File: src/rtl/adc_align_ctl.sv
// adc_align_ctl: per-lane ISERDES bitslip alignment controller.
// Each lane waits, compares its word to a training pattern, and either
// slips one bit and retries, locks after a run of matches, or gives up.
// In coherent mode lane 0 alone is aligned and its slips and status are
// broadcast to every enabled lane.
module adc_align_ctl #(
  parameter int NLANES  = 9,
  parameter int W       = 6,
  parameter int HOLDOFF = 3,
  parameter int LOCKCNT = 16,
  parameter int CNTW    = 8
) (
  input  logic                   CLK,
  input  logic                   RST_N,
  input  logic [NLANES*W-1:0]    DATA,
  input  logic [NLANES*W-1:0]    PATTERN,
  input  logic [NLANES-1:0]      MASK,
  input  logic                   COHERENT,
  input  logic                   START,
  output logic [NLANES-1:0]      BS,
  output logic [NLANES-1:0]      LOCKED,
  output logic [NLANES-1:0]      FAIL,
  output logic                   BUSY,
  output logic                   DONE,
  output logic [NLANES*4-1:0]    SLIP_CNT,
  output logic [NLANES*CNTW-1:0] ERR_CNT
);

  typedef enum logic [2:0] {IDLE, WAIT, CHECK, SLIP, LOCK, FAILED} state_t;

  // Hold counter runs 0..HOLDOFF-1, match counter runs 0..LOCKCNT-1.
  localparam int HCW = (HOLDOFF > 1) ? $clog2(HOLDOFF) : 1;
  localparam int MCW = (LOCKCNT > 1) ? $clog2(LOCKCNT) : 1;

  state_t            st_q   [NLANES];
  state_t            st_nx  [NLANES];
  logic [HCW-1:0]    hold_q [NLANES];
  logic [HCW-1:0]    hold_nx[NLANES];
  logic [MCW-1:0]    mcnt_q [NLANES];
  logic [MCW-1:0]    mcnt_nx[NLANES];
  logic [3:0]        slip_q [NLANES];
  logic [3:0]        slip_nx[NLANES];
  logic [CNTW-1:0]   err_q  [NLANES];
  logic [CNTW-1:0]   err_nx [NLANES];

  logic [NLANES-1:0] bs_q, bs_nx;
  logic [NLANES-1:0] locked_q, locked_nx;
  logic [NLANES-1:0] fail_q, fail_nx;
  logic [NLANES-1:0] en_q, en_nx;
  logic [NLANES-1:0] match;
  logic              coh_q, coh_nx;
  logic              busy_q, busy_nx;
  logic              fell_q, fell_nx;
  logic              done_q;

  // Error counters stick at all-ones instead of wrapping.
  function automatic logic [CNTW-1:0] sat_inc(input logic [CNTW-1:0] v);
    return (&v) ? v : v + CNTW'(1);
  endfunction

  // Per-lane comparison of the received word against its training word.
  always_comb begin
    for (int i = 0; i < NLANES; i++) begin
      match[i] = (DATA[W*i +: W] == PATTERN[W*i +: W]);
    end
  end

  // Next-state and next-output logic for every lane, then coherent mirroring.
  always_comb begin
    coh_nx = START ? COHERENT : coh_q;
    en_nx  = START ? MASK : en_q;
    bs_nx     = '0;
    fail_nx   = fail_q;
    locked_nx = '0;
    for (int i = 0; i < NLANES; i++) begin
      st_nx[i]     = st_q[i];
      hold_nx[i]   = hold_q[i];
      mcnt_nx[i]   = mcnt_q[i];
      slip_nx[i]   = slip_q[i];
      err_nx[i]    = err_q[i];
      locked_nx[i] = (st_q[i] == LOCK);

      case (st_q[i])
        WAIT: begin
          if (hold_q[i] == HCW'(HOLDOFF - 1)) begin
            st_nx[i]   = CHECK;
            hold_nx[i] = '0;
            mcnt_nx[i] = '0;
          end else begin
            hold_nx[i] = hold_q[i] + HCW'(1);
          end
        end
        CHECK: begin
          if (match[i]) begin
            if (mcnt_q[i] == MCW'(LOCKCNT - 1)) st_nx[i] = LOCK;
            else                                mcnt_nx[i] = mcnt_q[i] + MCW'(1);
          end else if (slip_q[i] < 4'(W - 1)) begin
            st_nx[i] = SLIP;
            bs_nx[i] = 1'b1;
          end else begin
            st_nx[i]   = FAILED;
            fail_nx[i] = 1'b1;
          end
        end
        SLIP: begin
          slip_nx[i] = slip_q[i] + 4'd1;
          hold_nx[i] = '0;
          st_nx[i]   = WAIT;
        end
        IDLE, LOCK, FAILED: ;
        default: st_nx[i] = IDLE;
      endcase

      // Errors are counted against this lane's own pattern whenever the
      // controlling FSM (own lane, or lane 0 in coherent mode) is locked.
      if (en_q[i] && ((coh_q ? st_q[0] : st_q[i]) == LOCK) && !match[i]) begin
        err_nx[i] = sat_inc(err_q[i]);
      end

      if (START) begin
        st_nx[i]     = (MASK[i] && (!COHERENT || i == 0)) ? WAIT : IDLE;
        hold_nx[i]   = '0;
        mcnt_nx[i]   = '0;
        slip_nx[i]   = '0;
        err_nx[i]    = '0;
        bs_nx[i]     = 1'b0;
        fail_nx[i]   = 1'b0;
        locked_nx[i] = 1'b0;
      end
    end

    // In coherent mode the idle follower lanes take lane 0's status and slips.
    for (int i = 1; i < NLANES; i++) begin
      if (coh_nx && en_nx[i]) begin
        bs_nx[i]     = bs_nx[0];
        slip_nx[i]   = slip_nx[0];
        fail_nx[i]   = fail_nx[0];
        locked_nx[i] = locked_nx[0];
      end
    end

    busy_nx = 1'b0;
    for (int i = 0; i < NLANES; i++) begin
      if (st_nx[i] inside {WAIT, CHECK, SLIP}) busy_nx = 1'b1;
    end
    // A START cycle never counts as the end of a run.
    fell_nx = busy_q && !busy_nx && !START;
  end

  // State and output registers; reset clears everything at once.
  always_ff @(posedge CLK or negedge RST_N) begin
    if (!RST_N) begin
      for (int i = 0; i < NLANES; i++) begin
        st_q[i]   <= IDLE;
        hold_q[i] <= '0;
        mcnt_q[i] <= '0;
        slip_q[i] <= '0;
        err_q[i]  <= '0;
      end
      bs_q     <= '0;
      locked_q <= '0;
      fail_q   <= '0;
      en_q     <= '0;
      coh_q    <= 1'b0;
      busy_q   <= 1'b0;
      fell_q   <= 1'b0;
      done_q   <= 1'b0;
    end else begin
      for (int i = 0; i < NLANES; i++) begin
        st_q[i]   <= st_nx[i];
        hold_q[i] <= hold_nx[i];
        mcnt_q[i] <= mcnt_nx[i];
        slip_q[i] <= slip_nx[i];
        err_q[i]  <= err_nx[i];
      end
      bs_q     <= bs_nx;
      locked_q <= locked_nx;
      fail_q   <= fail_nx;
      en_q     <= en_nx;
      coh_q    <= coh_nx;
      busy_q   <= busy_nx;
      fell_q   <= fell_nx;
      done_q   <= fell_q;
    end
  end

  // Pack per-lane counters onto the flat output buses.
  always_comb begin
    for (int i = 0; i < NLANES; i++) begin
      SLIP_CNT[4*i +: 4]       = slip_q[i];
      ERR_CNT[CNTW*i +: CNTW]  = err_q[i];
    end
  end

  assign BS     = bs_q;
  assign LOCKED = locked_q;
  assign FAIL   = fail_q;
  assign BUSY   = busy_q;
  assign DONE   = done_q;

endmodule

File: config.mk
export PLATFORM = sky130hd
export DESIGN_NAME = adc_align_ctl
export DESIGN_NICKNAME = d
export VERILOG_FILES = /design/src/rtl/adc_align_ctl.sv
export SDC_FILE = /design/constraint.sdc
export NUM_CORES = 1
export LEC_CHECK = 0
export CAP_MARGIN = 25
export CORE_ASPECT_RATIO = 2
export CORE_MARGIN = 3
export CORE_UTILIZATION = 56
export CTS_BUF_LIST = sky130_fd_sc_hd__clkbuf_16
export DETAILED_ROUTE_END_ITERATION = 7
export PLACE_DENSITY = 0.95
export SLEW_MARGIN = 20
export SYNTH_ARGS = -nofsm -noshare
export SYNTH_HDL_FRONTEND = slang
export SYNTH_SLANG_ARGS = --single-unit
File: constraint.sdc
create_clock -name CLK -period 4.15 [get_ports CLK]
set_clock_uncertainty 0.2 [all_clocks]
set_input_delay 1.245 -clock CLK [delete_from_list [all_inputs] [get_ports CLK]]
set_output_delay 1.245 -clock CLK [all_outputs]
set_load 0.005 [all_outputs]
### Yosys cells after proc, flatten, opt, wreduce, memory -nomap -nowiden

Cells that the tools add are included.

* register bits after elaboration: 229
* word-level logic and storage cells: 731
* output and inout bits: 137
* bits of input ports: 121

* equality and inequality tests: 159
* reduce and logical (&&, ||, !) cells: 153
* add/sub/neg operators: 36
* order comparisons: 9
* muxes and demuxes: 312

Operators by type and width (number)
* 2-to-1 mux 4 bit: 62
* 2-to-1 mux 8 bit: 27
* 2-to-1 mux 3 bit: 53
* nonzero test 3 bit: 43
* 2-to-1 mux 1 bit: 124
* == test 3 x 2 -> 1 bit (second input constant): 36
* one-hot mux 3 bit (4 select lines): 9
* != test 3 bit (second input constant): 27
* == test 3 bit (second input constant): 26
* adder 4 x 1 -> 4 bit (second input constant): 18
* adder 8 x 1 -> 8 bit (second input constant): 9
* one-hot mux 4 bit (2 select lines): 9
* AND reduction 8 bit: 9
* == test 3 x 1 -> 1 bit (second input constant): 18
* == test 6 bit: 9
* != test 3 x 2 -> 1 bit (second input constant): 16
* == test 4 bit (second input constant): 9
* logical AND 1 bit: 36
* < comparator 4 x 3 -> 1 bit (second input constant): 9
* 2-to-1 mux 2 bit: 18
* one-hot mux 2 bit (2 select lines): 9
* AND reduction 4 bit: 9
* zero test 3 bit: 9
* OR reduction 3 bit: 9
* 8 further kinds: 66

### Longest topological paths before layout

Gate-level depths: netlist (run 1).

* depth after elaboration: 19
* gate-level depth with buffers: 9
* depth with buffers taken out: 9

### Worst setup path after synthesis (run 1)

Ideal clock, no wire load.

* path type: input port to flip-flop
* start point: in PATTERN[17]
* end point: reg busy_q (netlist: BUSY)
* stages on the path: 7
* required time: 3.818 ns
* path slack: 0.937 ns
* arrival: 2.882 ns
* setup time: 0.132 ns
* buffers on the path: 0
* cells stage by stage: xor2_1 nor4_4 nand2_2 a22o_1 a211oi_1 o2111ai_1 or3b_1

* cells in the longest elaborated chain, start to end: 13
* elaborated cells on any way between the ends: 15
* classes of those cells: eq/ne (4); mux (10); reduce/logical (1)

RTL lines
* start: declaration: RTL line 16 `input logic [NLANES*W-1:0] PATTERN,`
* == test 6 bit (*): RTL line 64 `match[i] = (DATA[W*i +: W] == PATTERN[W*i +: W]);`
* 2-to-1 mux 3 bit (*): RTL line 94 `if (match[i]) begin`
* one-hot mux 3 bit (4 select lines) (*): RTL line 83 `case (st_q[i])`
* 2-to-1 mux 3 bit (*): RTL line 120 `if (START) begin`
* == test 3 x 1 -> 1 bit or == test 3 x 2 -> 1 bit (tied branches): RTL line 144 `if (st_nx[i] inside {WAIT, CHECK, SLIP}) busy_nx = 1'b1;`
* nonzero test 3 bit (*): RTL line 144
* 2-to-1 mux 1 bit (*) (7 in series): RTL line 144
* net busy_nx: RTL line 52 `logic busy_q, busy_nx;`
* end signal: assignment: RTL line 181 `busy_q <= busy_nx;`
* end: declaration: RTL line 52

The timed path passes the listed nets; every way through them passes the cells marked *.
A chain may end at the register's enable or synchronous reset.

==> flow_summary_export.csv, run 1 <==
group,metric,value,unit
status,outcome,"finished with violations",
status,violations,"DRC",
route,drt_iter0_markers,755,
clock_network,cts_resized,0,
clock_network,cts_buffers,21,
critical_path,path_cells,"clkdlybuf4s50_1 > xor2_1 > nor4_4 > a21boi_1 > o311a_1 > o2bb2ai_1 > o2111ai_1 > or3b_1",
clock_network,clkLatencyLatePin,500,ps
grt,grt_pass1_wl,57.2,mm
sta,finalSetupViolations,0,
final_layout,diodes,0,
route,vias,11200,
route,final_antenna_net_count,0,
clock_network,cts_tree,"done",
synthesis,syn_area_per_cell,9.50,um2
route,viasPerCell,6.05,
sta,drv_slew,0,
floorplanning,die_h,216,um
synthesis,ys_top_cells_by_area,"dfrtp_1 46%, xor2_1 7.6%, nor2_1 5.0%",
floorplanning,die_area,24100,um2
critical_path,cp-end-kind,"flop",
sta,fin_tns_setup,0,ps
sta,hold_ws,160,ps
critical_path,crit_path_max_fanout,5,
floorplanning,io_pins,258,
synthesis,synth_top_cells_by_count,"229 x dfrtp_1, 165 x nor2_1, 118 x nand2_1, 108 x xor2_1, 58 x a21oi_1",
worst_hold_path,hold_class,"reg -> reg",
power_and_ir_drop,peakVddDrop,0.293,mV
place,routabilityCongestion,0.937,
sta,clock.fmax,283,MHz
synthesis,ys_seq_elements,229,
sta,rsz0062_at_grt,"no",
clock_network,root_buffer,"clkbuf_16",
clock_network,cts_buffer_depth,3,
clock_network,path_clk_slew,60,ps
critical_path,path_class,"in -> reg",
floorplanning,fp.dieW,111,um
job,cap_violations,0,
synthesis,seq_area_frac_synth,46.2,%
critical_path,slowest_stage,"clkdlybuf4s50_1",
synthesis,synth_cells,1305,
final_layout,fin_nets,1722,
synthesis,synth.top_cell.area_share,46.2,%
grt,grt_pass1_vias,11600,
grt,grt.overflow.total,0,
critical_path,path_buf_inv,1,
synthesis,yosys_warnings,0,
synthesis,post-synth-top-count-cell,"dfrtp_1",
final_layout,syn_to_final_growth,28.7,%
synthesis,synth_nets,1462,
grt,grt_max_degree,90,
synthesis,synthDistinctLibCells,74,
critical_path,critPathMaxStageDelay,420,ps
floorplanning,rows,76,
sta,period_needed,3530,ps
final_layout,drive_gt1_share,5.89,%
critical_path,start_kind,"input port",
clock_network,hold_buffers,0,
place,placedInstanceArea,15400,um2
clock_network,cts_sinks,229,
power_and_ir_drop,leakagePower,0.00701,uW
sta,slew_headroom,53.8,%
clock_network,h-tree-depth,1,
route,drc,1,
place,numPortBuffers,257,
sta,worstMarginPinSlew,693,ps
synthesis,async_flop_share,100,%
critical_path,critical_path.top_delay_family,"compound AO/OA/AOI/OAI gates",
grt,grtUsageTotal,28.6,%
critical_path,crit_required,4330,ps
floorplanning,core,21700,um2
route,first_pass_iters,8,
floorplanning,initial_utilization,57.2,%
final_layout,finish.instance_area,16000,um2
sta,min_period_over_period,85.1,%
power_and_ir_drop,power-per-cell-area,287,nW/um2
clock_network,postCtsSetupRepairBufs,0,
sta,hold_viol_final,0,
synthesis,synth_enable_flop_cells,0,
grt,antenna_found_initial,0,
route,finalWirelength,35.3,mm
synthesis,yosys.area.top_type,"dfrtp_1",
place,dpl.hpwl,25.9,mm
route,wl_per_cell,19.1,um
synthesis,syn_area,12400,um2
synthesis,synthFlopType,"dfrtp_1",
critical_path,cp_data_arrival_time,3710,ps
## metal layers
layer	vias up	GRT usage [%]	wire [um]
met5	-	0	0
met4	0	17.8	2300
met3	153	3.97	2020
met2	529	53.5	19400
met1	5414	29.6	11600
li1	5121	-	-
## flip-flops by register name (all words and copies together), names as in the netlist
register,cells
BS,9
BUSY,1
DONE,1
ERR_CNT,72
FAIL,9
LOCKED,9
SLIP_CNT,36
coh_q,1
en_q,9
fell_q,1
hold_q,18
mcnt_q,36
st_q,27
## cell families (layout without fill, tap and decap cells)
group	after synthesis	count (layout)	share of synthesized area, %
flip-flops	229	229	46.2
adder cells (fa/ha/maj)	36	36	3.63
buffers and inverters	92	367	2.87
AO/OA/AOI/OAI	227	227	11.9
multiplexers	52	52	4.37
AND/OR/NAND/NOR	526	526	20.9
XOR/XNOR	143	143	10.1
## placed cells by master, fill, tap and decap left out, types with 4 or more instances in the layout
cell,instances
o221ai_1,6
nor2b_1,11
a211oi_1,13
or3_1,16
inv_1,56
nand2_1,118
a21o_1,4
and3_1,21
a22oi_1,9
nand2b_1,19
clkbuf_16,21
xnor2_1,35
nor4_1,5
nand3_1,55
ha_1,36
dfrtp_1,229
and2_1,5
o21a_1,4
buf_4,21
mux2i_1,35
nor3b_1,7
o22ai_1,39
nor2_1,165
or3b_2,6
nor3_1,30
clkinv_1,4
a31oi_1,4
clkdlybuf4s50_1,255
nand4_1,44
mux2_2,17
clkinv_2,4
xor2_1,108
a21oi_1,58
o21ai_0,45
## layout make-up
type                            count  area, um2
Multi-Input combinational cell    984       6310
Sequential cell                   229       5730
Fill cell                        1478       5720
Timing Repair Buffer              280       2790
Clock buffer                       21        526
Tap cell                          273        342
Inverter                           49        184
Clock inverter                     17       77.6
## worst register-to-register path, cell delays in order, from the launching register on
cell and delay [ps]:
dfrtp_1 460, nor3b_2 270, and2_1 380, buf_4 250
o221ai_1 160, a21oi_2 290, nand4_1 270, or3_1 380
a21oi_1 150
## power by group
group          leakage [uW]  switching, uW  internal (uW)
Clock              0.000326            834            922
Combinational       0.00353            273            232
Sequential          0.00315           44.9           2270
Total               0.00701           1150           3430
## through the flow
step                setup WS [ps]  cells  power (uW)  utilization, %
global placement              174   1815        2840            70.8
detailed placement           99.3   1815        2860            70.8
floorplan                     937   1305        2580               -
finish                        618   1853        4580            73.6
global route                  501   1853        4740            73.6
CTS                           628   1853        4600            73.6
## final timing paths
check | startpoint | end | slack (ps) | depth (start not counted)
worst max-delay path | PATTERN[2] | BUSY | 620 | 8
worst min-delay path | fell_q | DONE | 160 | 0
worst max register to register | st_q[25] | ERR_CNT[47] | 1260 | 8
worst min register to register | fell_q | DONE | 160 | 0
max in group asynchronous | RST_N | LOCKED[8] | 2320 | 2
min in group asynchronous | RST_N | FAIL[2] | 540 | 1
(Power assumes the default switching activity.)
==> run 2: changes to the inputs <==
- CAP_MARGIN: 25 -> default
- CTS_CLUSTER_SIZE: default -> 8
==> run 2 against run 1 <==
  * The run now ends clean
  * Sequential share of layout area fell by 0.63 points
  * Utilization rose by 1.3 points
  * Clock power rose by 38%
  * Register-to-register slack barely moved
  * Count of clock-buffer cells in the layout rose by 14
  * Combinational power barely moved
  * Flip-flop and latch count did not move
  * Hold slack improved by 39 ps
==> flow_summary_export.csv, run 2 (synthesis results as in run 1) <==
group,metric,value,unit
place,routabilityCongestion,0.937,
critical_path,critPathMaxStageDelay,420,ps
place,numPortBuffers,257,
critical_path,start_kind,"input port",
critical_path,path_cells,"clkdlybuf4s50_1 > xor2_1 > nor4_4 > nand2_2 > a22o_1 > a211oi_1 > o2111ai_1 > or3b_1",
floorplanning,die_area,24100,um2
critical_path,slowest_stage,"clkdlybuf4s50_1",
floorplanning,fp.dieW,111,um
critical_path,path_class,"in -> reg",
sta,rsz0062_at_grt,"no",
critical_path,crit_path_max_fanout,4,
power_and_ir_drop,leakagePower,0.00712,uW
status,outcome,"finished clean",
clock_network,cts_resized,0,
floorplanning,initial_utilization,57.2,%
grt,grt_max_degree,90,
route,vias,11300,
floorplanning,io_pins,258,
grt,grtUsageTotal,30.1,%
final_layout,diodes,0,
route,drc,0,
power_and_ir_drop,power-per-cell-area,324,nW/um2
route,final_antenna_net_count,0,
floorplanning,die_h,216,um
sta,drv_slew,0,
sta,hold_viol_final,0,
route,finalWirelength,36.9,mm
route,first_pass_iters,5,
place,dpl.hpwl,25.9,mm
clock_network,path_clk_slew,50,ps
final_layout,drive_gt1_share,6.52,%
job,cap_violations,0,
grt,use_met3,5.11,%
clock_network,cts_buffers,34,
worst_hold_path,hold_path_startpoint,"fell_q",
critical_path,cp-end-kind,"flop",
sta,fin_tns_setup,0,ps
clock_network,cts_buffer_depth,3,
final_layout,fillers,1442,
final_layout,fin_nets,1735,
grt,grt.met1_usage,30.5,%
final_layout,mostFrequentLayoutCell,"clkdlybuf4s50_1",
grt,grt_pass1_wl,59.6,mm
critical_path,cp_data_arrival_time,3730,ps
sta,slew_headroom,52.0,%
grt,antenna_found_initial,0,
critical_path,reg2reg_depth,8,
clock_network,root_buffer,"clkbuf_16",
floorplanning,core,21700,um2
clock_network,hold_buffers,0,
clock_network,postCtsSetupRepairBufs,0,
final_layout,syn_to_final_growth,31.0,%
place,placedCellCount,1815,
clock_network,cts_sinks,229,
critical_path,crit_required,4330,ps
grt,met2_usage,55.4,%
worst_hold_path,whs_path_depth,0,
final_layout,largest_reg_flops,72,
final_layout,final_cells,1852,
route,viasPerCell,6.13,
critical_path,r2r_slack,1260,ps
critical_path,path_buf_inv,1,
route,wl_per_cell,19.9,um
sta,worstMarginPinSlew,720,ps
floorplanning,rows,76,
power_and_ir_drop,peakVddDrop,0.272,mV
critical_path,timing.rr.end,"ERR_CNT[47]",
grt,grt_pass1_vias,11900,
worst_hold_path,min_to,"DONE",
critical_path,r2r_start,"st_q[25]",
critical_path,critical_path.top_delay_family,"simple AND/OR/NAND/NOR gates",
grt,grt-busiest-layer,"met2",
clock_network,cts_tree,"done",
worst_hold_path,hold_class,"reg -> reg",
clock_network,clkLatencyLatePin,510,ps
sta,period_needed,3550,ps
final_layout,mostFrequentLayoutCells,"255 x clkdlybuf4s50_1, 229 x dfrtp_1, 165 x nor2_1",
clock_network,h-tree-depth,2,
power_and_ir_drop,power,5260,uW
sta,finalSetupViolations,0,
sta,hold_ws,199,ps
grt,grt.overflow.total,0,
sta,clock.fmax,282,MHz
route,drt_iter0_markers,799,
sta,min_period_over_period,85.4,%
-- run 2: how the worst max path moves through the flow --
stage / end / start / slack (ps) / cells past startpoint
2_1_floorplan: BUSY / PATTERN[17] / 940 / 7
3_3_place_gp: BUSY / PATTERN[2] / 170 / 8
3_5_place_dp: BUSY / PATTERN[2] / 100 / 8
4_1_cts: BUSY / PATTERN[2] / 630 / 8
5_1_grt: BUSY / PATTERN[17] / 500 / 8
6_report: BUSY / PATTERN[17] / 600 / 8
-- run 2: worst register-to-register path: cells and delay by family (launching register included) --
| family | cells | cell delay, ps |
|---|---|---|
| flip-flops | 1 | 450 |
| AO/OA/AOI/OAI | 3 | 610 |
| buffers and inverters | 1 | 260 |
| AND/OR/NAND/NOR | 4 | 1310 |
-- run 2: cell type report --
class                           instances  area (um2)  area share [%]
Clock inverter                          2        13.8          0.0847
Tap cell                              273         342            2.10
Inverter                               49         184            1.13
Timing Repair Buffer                  280        2790            17.1
Sequential cell                       229        5730            35.3
Multi-Input combinational cell        984        6310            38.9
Clock buffer                           35         876            5.39
-- run 2: per-stage QoR --
stage | setup WS (ps) | instance area [um2] | utilization, %
2_1_floorplan | 937 | 12400 | -
3_3_place_gp | 174 | 15400 | 70.8
3_5_place_dp | 99.3 | 15400 | 70.8
4_1_cts | 627 | 16200 | 74.9
5_1_grt | 500 | 16200 | 74.9
6_report | 605 | 16200 | 74.9
-- run 2: routing by layer --
| layer | vias up | share of wire [%] |
|---|---|---|
| li1 | 5131 | - |
| met1 | 5517 | 33 |
| met2 | 519 | 54 |
| met3 | 182 | 5.7 |
| met4 | 0 | 7.5 |
| met5 | - | 0 |
-- run 2: power breakdown --
group,internal (uW),switching [uW]
clock network,1480,952
registers,2280,46.2
logic,232,276
total,3990,1270
==> run 3: changes to the inputs <==
- GPL_TIMING_DRIVEN: default -> 0
==> run 3 against run 2 <==
  * The run now ends with setup timing left
  * Non-clock buffer count grew 22
  * Total power grew 2.3%
  * Global-route usage grew 2.4 points
  * Hold slack lost 43 ps
  * Maximum frequency shrank 15%
  * Count of clock-buffer cells in the layout grew 2
  * Highest routed layer unchanged
==> flow_summary_export.csv, run 3 (synthesis results as in run 1) <==
group,metric,value,unit
route,viasPerCell,6.37,
final_layout,mostFrequentLayoutCells,"256 x clkdlybuf4s50_1, 229 x dfrtp_1, 165 x nor2_1",
clock_network,h-tree-depth,2,
floorplanning,die_h,216,um
clock_network,root_buffer,"clkbuf_16",
sta,setup_ws,-21.3,ps
clock_network,path_clk_slew,50,ps
floorplanning,fp.dieW,111,um
sta,clock.fmax,240,MHz
clock_network,clkLatencyLatePin,510,ps
clock_network,cts_buffer_depth,3,
sta,slew_headroom,31.2,%
sta,period_needed,4170,ps
grt,grt.met1_usage,33.5,%
critical_path,path_cells,"clkdlybuf4s50_1 > clkbuf_1 > clkinv_1 > clkbuf_1 > nand2_1 > o22ai_1",
sta,rsz0062_at_grt,"no",
final_layout,diodes,0,
route,drt_iter0_markers,1187,
clock_network,cts_sinks,229,
critical_path,cp_data_arrival_time,4320,ps
critical_path,crit_required,4300,ps
route,wl_per_cell,21.6,um
sta,finalSetupViolations,3,
final_layout,syn_to_final_growth,31.6,%
final_layout,fin_nets,1757,
power_and_ir_drop,leakagePower,0.00715,uW
final_layout,drive_gt1_share,6.12,%
route,final_antenna_net_count,0,
sta,worstMarginPinSlew,1030,ps
job,cap_violations,0,
route,finalWirelength,40.6,mm
floorplanning,core,21700,um2
place,dpl.hpwl,28.1,mm
grt,grt_max_degree,84,
route,first_pass_iters,6,
power_and_ir_drop,peakVddDrop,0.262,mV
floorplanning,die_area,24100,um2
critical_path,critical_path.top_delay_family,"buffers and inverters",
sta,hold_viol_final,0,
critical_path,slowest_stage,"nand2_1",
clock_network,postCtsSetupRepairBufs,0,
grt,antenna_found_initial,0,
critical_path,critPathMaxStageDelay,720,ps
clock_network,cts_tree,"done",
floorplanning,initial_utilization,57.2,%
critical_path,crit_path_frequent_cell,"clkbuf_1",
power_and_ir_drop,power-per-cell-area,330,nW/um2
grt,use_met3,6.23,%
route,drc,0,
grt,met2_usage,58.0,%
final_layout,post-route-util,75.3,%
worst_hold_path,hold_class,"reg -> reg",
status,violations,"setup timing",
clock_network,cts_buffers,34,
critical_path,crit_path_max_fanout,10,
floorplanning,rows,76,
critical_path,path_buf_inv,4,
final_layout,largest_reg_flops,72,
grt,grtUsageTotal,32.5,%
sta,min_period_over_period,101,%
power_and_ir_drop,power,5390,uW
critical_path,path_class,"in -> reg",
grt,grt-busiest-layer,"met2",
status,outcome,"finished with violations",
grt,grt_pass1_wl,63.2,mm
route,vias,11900,
place,routabilityCongestion,0.960,
grt,grt.overflow.total,0,
critical_path,cp-end-kind,"flop",
place,numPortBuffers,257,
grt,grt_pass1_vias,12500,
final_layout,fillers,1412,
critical_path,start_kind,"input port",
floorplanning,io_pins,258,
sta,drv_slew,0,
final_layout,mostFrequentLayoutCell,"clkdlybuf4s50_1",
[run 3: timing repair]
action,4_1_cts,5_1_grt
resized for setup,3,7
hold buffers,0,0
endpoints found under the hold margin,0,0
setup endpoints to repair,82,11
gates cloned,0,0
[run 3: area by class of cell]
| class | count | area (um2) | share of cell area [%] |
|---|---|---|---|
| inverter | 49 | 184 | 1.13 |
| sequential | 229 | 5730 | 35.1 |
| buffer | 43 | 179 | 1.10 |
| timing repair buffer | 259 | 2630 | 16.1 |
| clock inverter | 1 | 5.00 | 0.0307 |
| multi-input combinational | 984 | 6320 | 38.7 |
| tap | 273 | 342 | 2.09 |
| clock buffer | 37 | 926 | 5.67 |
[run 3: per-stage QoR]
step / TNS [ps] / std cells / area (um2) / hold WS, ps / setup slack [ps]
after CTS: 0 / 1875 / 16300 / 155 / 170
after detailed placement: -81860 / 1837 / 15400 / 144 / -819
final: -27.8 / 1875 / 16300 / 155 / -21.3
after floorplan: 0 / 1305 / 12400 / 131 / 937
after global routing: 0 / 1875 / 16300 / 159 / 0.459
after global placement: -1859140 / 1835 / 15300 / 144 / -7820
[run 3: power breakdown]
part           internal [uW]  leakage (uW)  switching [uW]  total, uW
clock network           1550      0.000460             963       2520
registers               2280       0.00315            39.4       2320
logic                    231       0.00354             321        552
total                   4060       0.00715            1320       5390
[run 3: path summary, 6_finish.rpt]
| kind | from | endpoint | slack [ps] | cells after the start |
|---|---|---|---|---|
| worst max-delay path | START | SLIP_CNT[13] | -20 | 6 |
| worst min-delay path | fell_q | DONE | 160 | 0 |
| worst max register to register | coh_q | ERR_CNT[15] | 840 | 9 |
| worst min register to register | fell_q | DONE | 160 | 0 |
| max in group asynchronous | RST_N | ERR_CNT[48] | 2390 | 2 |
| min in group asynchronous | RST_N | ERR_CNT[18] | 520 | 1 |
[run 3: worst register-to-register path, stage by stage, from the launching register on]
cell,delay (ps)
dfrtp_1,330
clkbuf_1,720
and2_1,230
buf_2,330
o22a_1,270
and3_1,240
buf_2,200
nand4_1,220
or3_1,370
a21oi_1,140
[run 3: metal layers]
layer	wire length [um]	share of wire (%)
met5	0	0
met4	3380	8.3
met3	3230	8.0
met2	21000	52
met1	13000	32
